<file path="src/rtl/serial_adder_pkg.sv">
// Shared definitions for the digit-serial adder.
//   state_t   : FSM state encoding (IDLE=0, RUN=1, DONE=2)
//   cnt_width : width of the slice counter for a WIDTH/DIGIT split
package serial_adder_pkg;

    typedef enum logic [1:0] {
        ST_IDLE = 2'd0,
        ST_RUN  = 2'd1,
        ST_DONE = 2'd2
    } state_t;

    // clog2 of the number of slices, never narrower than one bit so the
    // single-slice configuration still has a legal counter.
    function automatic int cnt_width(input int width, input int digit);
        int n;
        n = width / digit;
        return (n <= 1) ? 1 : $clog2(n);
    endfunction

endpackage

</file>
<file path="src/rtl/serial_adder_if.sv">
// Request/result bundle of the serial adder.
//   start, sub, a, b, cin : operation request (driven by the master)
//   busy, done, s, cout, ovf : status and registered result (driven by the slave)
interface serial_adder_if #(
    parameter int WIDTH = 16
);
    logic             start;
    logic             sub;
    logic [WIDTH-1:0] a;
    logic [WIDTH-1:0] b;
    logic             cin;
    logic             busy;
    logic             done;
    logic [WIDTH-1:0] s;
    logic             cout;
    logic             ovf;

    modport master (
        output start, sub, a, b, cin,
        input  busy, done, s, cout, ovf
    );

    modport slave (
        input  start, sub, a, b, cin,
        output busy, done, s, cout, ovf
    );
endinterface

</file>
<file path="src/rtl/full_adder.sv">
// One-bit full adder.
//   a, b, ci : addend bits and carry in
//   s, co    : sum bit and carry out
module full_adder (
    input  logic a,
    input  logic b,
    input  logic ci,
    output logic s,
    output logic co
);
    assign s  = a ^ b ^ ci;
    assign co = (a & b) | (ci & (a ^ b));
endmodule

</file>
<file path="src/rtl/serial_adder_digit_adder.sv">
// DIGIT-bit ripple-carry adder built from full_adder cells.
//   a, b  : slice operands
//   cin   : carry into bit 0
//   sum   : slice sum
//   cout  : carry out of the top bit
//   c_top : carry into the top bit (used for the signed overflow flag)
module digit_adder #(
    parameter int DIGIT = 4
) (
    input  logic [DIGIT-1:0] a,
    input  logic [DIGIT-1:0] b,
    input  logic             cin,
    output logic [DIGIT-1:0] sum,
    output logic             cout,
    output logic             c_top
);
    logic [DIGIT:0] c;

    assign c[0] = cin;

    genvar gi;
    generate
        for (gi = 0; gi < DIGIT; gi++) begin : g_fa
            full_adder u_fa (
                .a  (a[gi]),
                .b  (b[gi]),
                .ci (c[gi]),
                .s  (sum[gi]),
                .co (c[gi+1])
            );
        end
    endgenerate

    assign cout  = c[DIGIT];
    assign c_top = c[DIGIT-1];
endmodule

</file>
<file path="src/rtl/serial_adder.sv">
// Digit-serial adder/subtractor: adds DIGIT bits per cycle, LSB slice first.
//   clk   : clock
//   rst_n : synchronous active-low reset
//   bus   : request/result bundle (slave side), see serial_adder_if
// Subtraction is a + ~b + 1. Results load into s/cout/ovf only on the last
// slice, so they never show partial sums.
module serial_adder
    import serial_adder_pkg::*;
#(
    parameter int WIDTH = 16,
    parameter int DIGIT = 4
) (
    input  logic           clk,
    input  logic           rst_n,
    serial_adder_if.slave  bus
);
    localparam int             N    = WIDTH / DIGIT;
    localparam int             CW   = cnt_width(WIDTH, DIGIT);
    localparam logic [CW-1:0]  LAST = CW'(N - 1);

    state_t            state_reg, state_next;
    logic [CW-1:0]     cnt_reg;
    logic [WIDTH-1:0]  a_reg, b_reg, s_reg;
    logic              carry_reg, cout_reg, ovf_reg;
    logic              busy, done, last_slice;

    logic [DIGIT-1:0]  dig_sum;
    logic              dig_cout, dig_ctop;
    logic [WIDTH-1:0]  sum_sh_next;

    digit_adder #(.DIGIT(DIGIT)) u_digit (
        .a     (a_reg[DIGIT-1:0]),
        .b     (b_reg[DIGIT-1:0]),
        .cin   (carry_reg),
        .sum   (dig_sum),
        .cout  (dig_cout),
        .c_top (dig_ctop)
    );

    // Result shift register: each new slice enters at the top, so after N
    // shifts slice 0 sits at the bottom. Only the upper WIDTH-DIGIT bits need
    // storage; the newest slice comes straight from the adder.
    generate
        if (DIGIT == WIDTH) begin : g_single
            assign sum_sh_next = dig_sum;
        end else begin : g_shift
            logic [WIDTH-DIGIT-1:0] acc_reg;

            assign sum_sh_next = {dig_sum, acc_reg};

            always_ff @(posedge clk) begin
                if (!rst_n) begin
                    acc_reg <= '0;
                end else if (busy) begin
                    acc_reg <= sum_sh_next[WIDTH-1:DIGIT];
                end
            end
        end
    endgenerate

    always_ff @(posedge clk) begin
        if (!rst_n) begin
            state_reg <= ST_IDLE;
        end else begin
            state_reg <= state_next;
        end
    end

    always_comb begin
        state_next = state_reg;
        busy       = 1'b0;
        done       = 1'b0;
        last_slice = 1'b0;
        case (state_reg)
            ST_IDLE: begin
                if (bus.start) begin
                    state_next = ST_RUN;
                end
            end
            ST_RUN: begin
                busy = 1'b1;
                if (cnt_reg == LAST) begin
                    last_slice = 1'b1;
                    state_next = ST_DONE;
                end
            end
            ST_DONE: begin
                done       = 1'b1;
                state_next = ST_IDLE;
            end
            default: state_next = ST_IDLE;
        endcase
    end

    always_ff @(posedge clk) begin
        if (!rst_n) begin
            cnt_reg   <= '0;
            a_reg     <= '0;
            b_reg     <= '0;
            carry_reg <= 1'b0;
            s_reg     <= '0;
            cout_reg  <= 1'b0;
            ovf_reg   <= 1'b0;
        end else begin
            case (state_reg)
                ST_IDLE: begin
                    if (bus.start) begin
                        a_reg     <= bus.a;
                        b_reg     <= bus.sub ? ~bus.b : bus.b;
                        carry_reg <= bus.sub ? 1'b1 : bus.cin;
                        cnt_reg   <= '0;
                    end
                end
                ST_RUN: begin
                    a_reg     <= a_reg >> DIGIT;
                    b_reg     <= b_reg >> DIGIT;
                    carry_reg <= dig_cout;
                    cnt_reg   <= cnt_reg + 1'b1;
                    if (last_slice) begin
                        s_reg    <= sum_sh_next;
                        cout_reg <= dig_cout;
                        ovf_reg  <= dig_ctop ^ dig_cout;
                    end
                end
                default: ;
            endcase
        end
    end

    assign bus.busy = busy;
    assign bus.done = done;
    assign bus.s    = s_reg;
    assign bus.cout = cout_reg;
    assign bus.ovf  = ovf_reg;
endmodule
</file>
<file path="src/flat_wrapper.sv">
// flat-port wrapper written by rule: the top's interface ports become plain ports
module serial_adder_flat import serial_adder_pkg::*;
#(
    parameter int WIDTH = 16,
    parameter int DIGIT = 4
)
  (clk, rst_n, bus_start, bus_sub, bus_a, bus_b, bus_cin, bus_busy, bus_done, bus_s, bus_cout, bus_ovf);
  serial_adder_if #(.WIDTH(WIDTH)) bus_i ();
  input  logic clk;
  input  logic rst_n;
  input wire logic [$bits(bus_i.start)-1:0] bus_start;
  input wire logic [$bits(bus_i.sub)-1:0] bus_sub;
  input wire logic [$bits(bus_i.a)-1:0] bus_a;
  input wire logic [$bits(bus_i.b)-1:0] bus_b;
  input wire logic [$bits(bus_i.cin)-1:0] bus_cin;
  output wire logic [$bits(bus_i.busy)-1:0] bus_busy;
  output wire logic [$bits(bus_i.done)-1:0] bus_done;
  output wire logic [$bits(bus_i.s)-1:0] bus_s;
  output wire logic [$bits(bus_i.cout)-1:0] bus_cout;
  output wire logic [$bits(bus_i.ovf)-1:0] bus_ovf;
  assign bus_i.start = bus_start;
  assign bus_i.sub = bus_sub;
  assign bus_i.a = bus_a;
  assign bus_i.b = bus_b;
  assign bus_i.cin = bus_cin;
  assign bus_busy = bus_i.busy;
  assign bus_done = bus_i.done;
  assign bus_s = bus_i.s;
  assign bus_cout = bus_i.cout;
  assign bus_ovf = bus_i.ovf;
  serial_adder #(.WIDTH(WIDTH), .DIGIT(DIGIT)) u_core (.clk(clk), .rst_n(rst_n), .bus(bus_i));
endmodule
</file>
<file path="config.mk">
export PLATFORM = sky130hd
export DESIGN_NAME = serial_adder_flat
export DESIGN_NICKNAME = d
export VERILOG_FILES = /design/src/rtl/serial_adder_pkg.sv /design/src/rtl/serial_adder_if.sv /design/src/rtl/full_adder.sv /design/src/rtl/serial_adder_digit_adder.sv /design/src/rtl/serial_adder.sv /design/src/flat_wrapper.sv
export SDC_FILE = /design/constraint.sdc
export NUM_CORES = 1
export LEC_CHECK = 0
export ABC_AREA = 1
export CAP_MARGIN = 20
export CELL_PAD_IN_SITES_DETAIL_PLACEMENT = 0
export CELL_PAD_IN_SITES_GLOBAL_PLACEMENT = 1
export CORE_ASPECT_RATIO = 0.8
export CORE_MARGIN = 1.5
export CORE_UTILIZATION = 39
export CTS_CLUSTER_SIZE = 8
export DETAILED_ROUTE_END_ITERATION = 12
export GPL_TIMING_DRIVEN = 0
export PLACE_DENSITY = 0.89
export SLEW_MARGIN = 5
export SYNTH_ARGS = -nofsm -noshare
export SYNTH_HDL_FRONTEND = slang
export SYNTH_SLANG_ARGS = --single-unit
</file>
<file path="constraint.sdc">
create_clock -name clk -period 4 [get_ports clk]
set_clock_uncertainty 0.15 [all_clocks]
set_input_delay 0.6 -clock clk [delete_from_list [all_inputs] [get_ports clk]]
set_output_delay 0.6 -clock clk [all_outputs]
set_load 0.05 [all_outputs]
</file>
# [Yosys cells after proc, flatten, opt, wreduce, memory -nomap -nowiden]
# Index checks and enable logic that the tools add are counted.
# Widths: inputs -> output; s select.
[totals] wordCells=59 inputBits=37 register_bits=67 output_inout_bits=20
[op_classes] n_mux=17 n_eq_ne=5 n_addsub=1 n_reduce_logical=5 n_bitwise=22
[op_table] op="$pmux 16 s2" n=2
[op_table] op="$mux 16" n=3
[op_table] op="$not 16->16" n=1
[op_table] op="$xor 1x1->1" n=9
[op_table] op="$and 1x1->1" n=8
[op_table] op="$pmux 2 s2" n=2
[op_table] op="$mux 1" n=6
[op_table] op="$mux 2" n=3
[op_table] op="$reduce_and 2->1" n=3
[op_table] op="$eq 2x2->1 const B" n=2
[op_table] op="$or 1x1->1" n=4
[op_table] op="$add 2x1->2 const B" n=1
[op_table] op="$eq 2x1->1 const B" n=1
[op_table] op="$logic_not 2->1" n=1
[op_table] op="$ne 2x1->1 const B" n=1
[op_table] op="$ne 2x2->1 const B" n=1
[op_table] op="$pmux 1 s2" n=1
[op_table] op="$reduce_bool 2->1" n=1

# [Logic depth before layout (Yosys ltp)]
# Gate-level depths: netlist of the first run.
[logic_depth] depth_word=10 mapped_depth=12 ltp_nobuf=12

# [By module]
# A second synthesis of the first run with hierarchy kept.
[unflattened] cells_unflattened=445 hier_area_um2=3060.4
[modules_own_cells] mod="serial_adder" cells_each=441 instances=1 area_per_inst_um2=2980.4 seq_area_each_um2=1341.3
[modules_own_cells] mod="full_adder" cells_each=1 instances=4 area_per_inst_um2=20.0 seq_area_each_um2=0.0

# [Worst setup path before layout of the first run]
# No wires, ideal clock.
[synth_timing] path_type="reg-to-reg" startpoint="register u_core.b_reg[0]" endpoint="register u_core.g_shift.acc_reg[11]" setup_ps=70 slack_ps=1723 n_path_buf=0 stages_incl_launch_ff=11 required_ps=3780 t_arrival_ps=2057 period_less_slack_ps=2277 path_cell_list="dfxtp_1 -> fa_1 -> inv_1 -> fa_1 -> inv_1 -> fa_1 -> inv_1 -> fa_1 -> inv_1 -> o21ai_0 -> a21oi_1"
[synth_via] elab_chain_len=8 word_cells_on_any_way=9 cone_classes="bitwise (9)"
[synth_lines] item="from (decl)" line="serial_adder.sv:23" text="logic [WIDTH-1:0] a_reg, b_reg, s_reg;"
[synth_lines] item="from (signal assigned)" line="serial_adder.sv:109" text="b_reg <= bus.sub ? ~bus.b : bus.b;"
[synth_lines] item="from (signal assigned)" line="serial_adder.sv:116" text="b_reg <= b_reg >> DIGIT;"
[synth_lines] item="$xor 1x1->1" line="full_adder.sv:12" text="assign co = (a & b) | (ci & (a ^ b));"
[synth_lines] item="$and 1x1->1" line="full_adder.sv:12"
[synth_lines] item="$or 1x1->1 (*)" line="full_adder.sv:12"
[synth_lines] item="$and 1x1->1 (*)" line="full_adder.sv:12"
[synth_lines] item="$or 1x1->1 (*)" line="full_adder.sv:12"
[synth_lines] item="$and 1x1->1 (*)" line="full_adder.sv:12"
[synth_lines] item="$or 1x1->1 (*)" line="full_adder.sv:12"
[synth_lines] item="$xor 1x1->1 (*)" line="full_adder.sv:11" text="assign s = a ^ b ^ ci;"
[synth_lines] item="to (signal assigned)" line="serial_adder.sv:55" text="acc_reg <= sum_sh_next[WIDTH-1:DIGIT];"
[synth_lines] item="to (decl)" line="serial_adder.sv:47" text="logic [WIDTH-DIGIT-1:0] acc_reg;"
# Mark *: on every way between the ends. The rest lies on a longest branch, timed or not.
# A chain may end at the register's enable or synchronous reset.

# [Final worst setup path of the first run]
[layout_timing] startpoint="register u_core.state_reg[0]" endpoint="output bus_busy"
[layout_via] elab_chain_len=2
[layout_lines] item="from (decl)" line="serial_adder.sv:21" text="state_t state_reg, state_next;"
[layout_lines] item="from (signal assigned)" line="serial_adder.sv:65" text="state_reg <= state_next;"
[layout_lines] item="$eq 2x1->1" line="serial_adder.sv:74" text="case (state_reg)"
[layout_lines] item="$mux 1" line="serial_adder.sv:74"
[layout_lines] item="to (decl)" line="flat_wrapper.sv:16" text="output wire logic [$bits(bus_i.busy)-1:0] bus_busy;"
# Every way passes these cells.

==> impl_metrics.json, run 1 <==
{
  "cts-resized-gates": 0,
  "rsz0062_at_grt": "false",
  "first_pass_iters": 4,
  "peakVddDrop_uv": 226.6,
  "setup_violations": 0,
  "syn-num-nets": 490,
  "crit_chain": "nand2_4 -> inv_2 -> buf_2 -> clkdlybuf4s50_1",
  "grt_busiest_layer": "met2",
  "postRouteAntennaNets": 0,
  "ys.warnings.count": 0,
  "layout_setup_ws_ns": 0.9761,
  "fin_area_um2": 3958,
  "cpMaxStageDelayCell": "clkdlybuf4s50_1",
  "holdWs_ns": 0.3127,
  "arrival_ns": 2.27,
  "num_vias": 2875,
  "die_y_um": 82.40,
  "period_minus_slack_ns": 3.024,
  "hold_viol": 0,
  "status": "finished, final reports clean",
  "post-route-period-util_pct": 75.60,
  "hpwlAfterDp_mm": 5.608,
  "max_freq_mhz": 330.7,
  "netlist_area_um2": 3073,
  "yosysSeqAreaShare_pct": 43.65,
  "yosysUniqueCellTypes": 21,
  "p_leak_uw": 0.001848,
  "first_iter_violations": 120,
  "dieArea_um2": 8424,
  "max_stage_delay_ns": 0.84,
  "synthTopCellsByArea": "dfxtp_1 44%, nand2_1 14%, nor2_1 9.4%, nand3_1 8.0%, inv_1 5.7%",
  "cp-start-kind": "flop",
  "antenna_found_initial": 0,
  "worst_setup_path_end_kind": "primary output",
  "hold_path.class": "reg -> reg",
  "numCtsBuffers": 9,
  "critPathRequiredTime_ns": 3.25,
  "criticalPathCategory": "reg -> out",
  "start_util_pct": 40.80,
  "tns_ns": 0,
  "cts_root_buf": "clkbuf_8",
  "core_area_um2": 7532,
  "core.rowCount": 28,
  "diodes": 0,
  "wire_per_inst_um": 12.30,
  "grt_pass1_vias": 2723,
  "grt_overflow": 0,
  "wl_mm": 7.676,
  "yosys_register_bits": 67,
  "postCtsSetupRepairBufs": 0,
  "drv_cap": 0,
  "nets": 556,
  "drive_above_1_share_pct": 7.900,
  "preCtsSetupSlack_ns": 1.338,
  "clock_latency_ns": 0.34,
  "max-slew-margin-rel_pct": 57.67,
  "tightest_slew_ns": 0.6350,
  "dpl_cell_area_um2": 3755,
  "grt_max_degree": 13,
  "io_buffer_count": 55,
  "tritoncts": "yes",
  "fill_cells": 775,
  "io_pins": 57,
  "hold_buffers": 0,
  "grt.met2_usage_pct": 32.91,
  "clkTransAtPathRegs_ns": 0.08,
  "drv_slew": 0,
  "grt.met1_usage_pct": 26.00,
  "place_congestion": 0.8179,
  "drc": 0,
  "synth_top_area_cell": "dfxtp_1",
  "die_width_um": 102.2,
  "avgViaCountPerCell": 4.607,
  "area_growth_pct": 28.79,
  "power_density_nw_per_um2": 377.1,
  "grt_pass1_wl_mm": 12.74,
  "htree_levels": 3,
  "met3_usage_pct": 4.630,
  "clockBufferDepth": 2,
  "track_usage_pct": 19.83,
  "clock-sinks": 67,
  "crit_fanout": 10,
  "syn_inst": 448,
  "syn_avg_cell_area_um2": 6.859,
  "synth_top_area_share_pct": 43.65
}
per-stage QoR:
stage	util [%]	std cells	power, µW
floorplan	-	448	853.9
global placement	49.85	608	930.9
detailed placement	49.85	608	936.2
CTS	52.54	624	1503
global route	52.54	624	1560
finish	52.54	624	1492
cell usage after synthesis:
cell      instances
nand2_4           1
nand3_1          49
nand2_2           2
buf_2            10
nand2_1         111
fa_1              4
buf_4             5
o21ai_0          28
and3_1            1
clkinv_1          1
nor2_4            2
buf_1             1
a21oi_1          24
clkbuf_1          7
ha_1              1
nor2_1           77
buf_6             2
inv_2             3
dfxtp_1          67
inv_1            47
xor2_1            5
report_power, final:
part	switching, µW	internal, µW
sequential	19.6	699
combinational	117	85.1
clock	267	305
total	404	1090
worst max-delay path: cells and delay by family, from the launching register on:
family | cells | cell delay, ns
flops | 1 | 0.54
simple gates | 1 | 0.15
buf+inv | 3 | 1.23
worst paths after layout:
check	start	slack [ns]	endpoint	cells after the start
max reg2reg	u_core.b_reg[0]	1.58	u_core.g_shift.acc_reg[11]	10
min	u_core.bus.s[15]	0.31	u_core.bus.s[15]	2
max	u_core.state_reg[0]	0.98	bus_busy	4
min reg2reg	u_core.bus.s[15]	0.31	u_core.bus.s[15]	2
routing by layer:
layer	up-vias	share of wire, %
li1	1517	-
met1	1291	51
met2	58	43
met3	9	4.6
met4	0	1.2
met5	-	0
layout by cell type, fill, tap and decap left out, drive strengths merged:
master         instances
o21ai                 28
clkdlybuf4s50         55
nand2                114
clkbuf                17
a21oi                 24
clkinvlp               1
nand3                 49
xor2                   5
inv                   50
bufinv                 1
dfxtp                 67
and3                   1
buf                   18
nor2                  79
ha                     1
clkinv                 5
fa                     4
layout make-up:
| class | count | area, µm² | area share, % |
|---|---|---|---|
| clock inverters | 6 | 65.06 | 1.644 |
| plain buffers | 25 | 140.1 | 3.541 |
| clock buffers | 10 | 137.6 | 3.478 |
| repair buffers | 55 | 550.5 | 13.91 |
| flip-flops and latches | 67 | 1341 | 33.89 |
| inverters | 51 | 191.4 | 4.837 |
| multi-input cells | 305 | 1400 | 35.38 |
| well taps | 105 | 131.4 | 3.320 |
kinds of logic after synthesis:
group                      after synthesis  share of synthesized area, %
buffers and inverters                   76                         10.79
adders and majority gates                5                         3.013
AOI/OAI and AO/OA                       52                         8.469
DFF                                     67                         43.65
and+or+nand+nor                        243                         32.65
xor gates and xnor gates                 5                         1.425
No activity file was read; power rests on OpenSTA's default activity.
==> run 2, diff against run 1 <==
- CORE_UTILIZATION: 39 -> 37
- PLACE_DENSITY: 0.89 -> 0.86
- clock period: 4 -> 3.06 ns (I/O delays scaled with it)
==> impl_metrics.json, run 2 (synthesis results as in run 1) <==
{
  "final_common_cell": "nand2_1",
  "tightest_slew_ns": 0.5952,
  "hold_path.startpoint": "u_core.bus.s[13]",
  "drc": 0,
  "drv_slew": 0,
  "core_area_um2": 7983,
  "critPathTopFamily": "buffers and inverters",
  "holdWs_ns": 0.3140,
  "multiInputGateArea_um2": 1400,
  "power_density_nw_per_um2": 490.9,
  "setup_violations": 0,
  "rsz0062_at_grt": "false",
  "cp-start-kind": "flop",
  "peakVddDrop_uv": 353.0,
  "period_minus_slack_ns": 2.843,
  "whs_endpoint": "u_core.bus.s[13]",
  "start_util_pct": 38.50,
  "criticalPathCategory": "reg -> out",
  "hold_path.class": "reg -> reg",
  "io_pins": 57,
  "dieArea_um2": 8864,
  "die_y_um": 84.51,
  "io_buffer_count": 55,
  "met3WireLength_um": 482,
  "postRouteAntennaNets": 0,
  "wl_mm": 7.694,
  "grt_pass1_vias": 2760,
  "nets": 556,
  "max_freq_mhz": 351.7,
  "clockBufferDepth": 2,
  "tritoncts": "yes",
  "cpMaxStageDelayCell": "clkdlybuf4s50_1",
  "preCtsSetupSlack_ns": 0.5629,
  "grt_max_degree": 13,
  "wire_per_inst_um": 12.27,
  "area_growth_pct": 28.91,
  "rr_endpoint": "u_core.g_shift.acc_reg[11]",
  "dpl_cell_area_um2": 3759,
  "grt_overflow": 0,
  "antenna_found_initial": 0,
  "max-slew-margin-rel_pct": 60.32,
  "first_pass_iters": 4,
  "worst-path-buf-inv": 3,
  "crit_chain": "nand2_4 -> inv_2 -> buf_2 -> clkdlybuf4s50_1",
  "cts-resized-gates": 0,
  "numCtsBuffers": 9,
  "fin_area_um2": 3961,
  "tns_ns": 0,
  "reg2reg_slack_ns": 0.63,
  "r2r_cells": 10,
  "htree_levels": 3,
  "critPathRequiredTime_ns": 2.45,
  "status": "finished, final reports clean",
  "post-route-period-util_pct": 92.92,
  "place_congestion": 0.8057,
  "track_usage_pct": 18.90,
  "first_iter_violations": 164,
  "drv_cap": 0,
  "die_width_um": 104.9,
  "max_stage_delay_ns": 0.84,
  "cts_root_buf": "clkbuf_8",
  "hold_buffers": 0,
  "regArea_um2": 1341,
  "clock_latency_ns": 0.35,
  "hold_viol": 0,
  "clock-sinks": 67,
  "finalPower_uw": 1945,
  "drive_above_1_share_pct": 7.900,
  "hold_depth": 2,
  "crit_fanout": 10,
  "final_cell_mix": "111 x nand2_1, 77 x nor2_1, 67 x dfxtp_1, 55 x clkdlybuf4s50_1, 49 x nand3_1",
  "worstSetupStartpoint": "u_core.state_reg[0]",
  "avgViaCountPerCell": 4.665,
  "met1Wirelength_mm": 3.710,
  "clkTransAtPathRegs_ns": 0.07,
  "r2r-start": "u_core.b_reg[0]",
  "postCtsSetupRepairBufs": 0,
  "hpwlAfterDp_mm": 5.688,
  "grt_pass1_wl_mm": 13.18,
  "core.rowCount": 29,
  "p_leak_uw": 0.001848,
  "layout_setup_ws_ns": 0.2167,
  "met2_length_mm": 3.424,
  "diodes": 0,
  "num_vias": 2925,
  "arrival_ns": 2.23,
  "top_layer": "met4",
  "fill_cells": 826,
  "worst_setup_path_end_kind": "primary output"
}
## run 2: cell counts in the layout (fill, tap and decap cells not counted)
Identical to the previous run, type by type.
## run 2: area by class of cell
cell class | count | share of cell area (%)
well taps | 108 | 3.411
clock inverters | 6 | 1.642
inverters | 51 | 4.833
clock buffers | 10 | 3.474
repair buffers | 55 | 13.90
plain buffers | 25 | 3.538
multi-input cells | 305 | 35.34
flip-flops and latches | 67 | 33.86
## run 2: worst max path at each step
stage,to,slack [ns],depth (start not counted)
5_1_grt,bus_busy,0.12,4
6_report,bus_busy,0.22,4
2_1_floorplan,u_core.g_shift.acc_reg[11],0.78,10
4_1_cts,bus_busy,0.18,4
3_3_place_gp,bus_busy,0.56,4
3_5_place_dp,bus_busy,0.56,4
## run 2: metrics by stage
step	utilization [%]	instances
floorplan	-	448
global placement	47.08	611
detailed placement	47.08	611
CTS	49.62	627
global route	49.62	627
finish	49.62	627
## run 2: tightest hold or removal path: stages (launching register included)
cell and delay (ns):
dfxtp_1 0.31, nand2_1 0.06, a21oi_1 0.05
## run 2: power breakdown
part | switching (µW) | internal, µW
clock | 345 | 398
sequential | 25.7 | 914
combinational | 151 | 111
## run 2: routing by layer
layer	global-route usage (%)	vias to the layer above
met5	0	-
li1	-	1517
met3	5.202	7
met4	4.857	0
met2	29.41	65
met1	25.94	1336
==> run 3, diff against run 2 <==
- SLEW_MARGIN: 5 -> 20
==> results of run 3 <==
The final DEF is identical to that of run 2; final timing and power are the same.
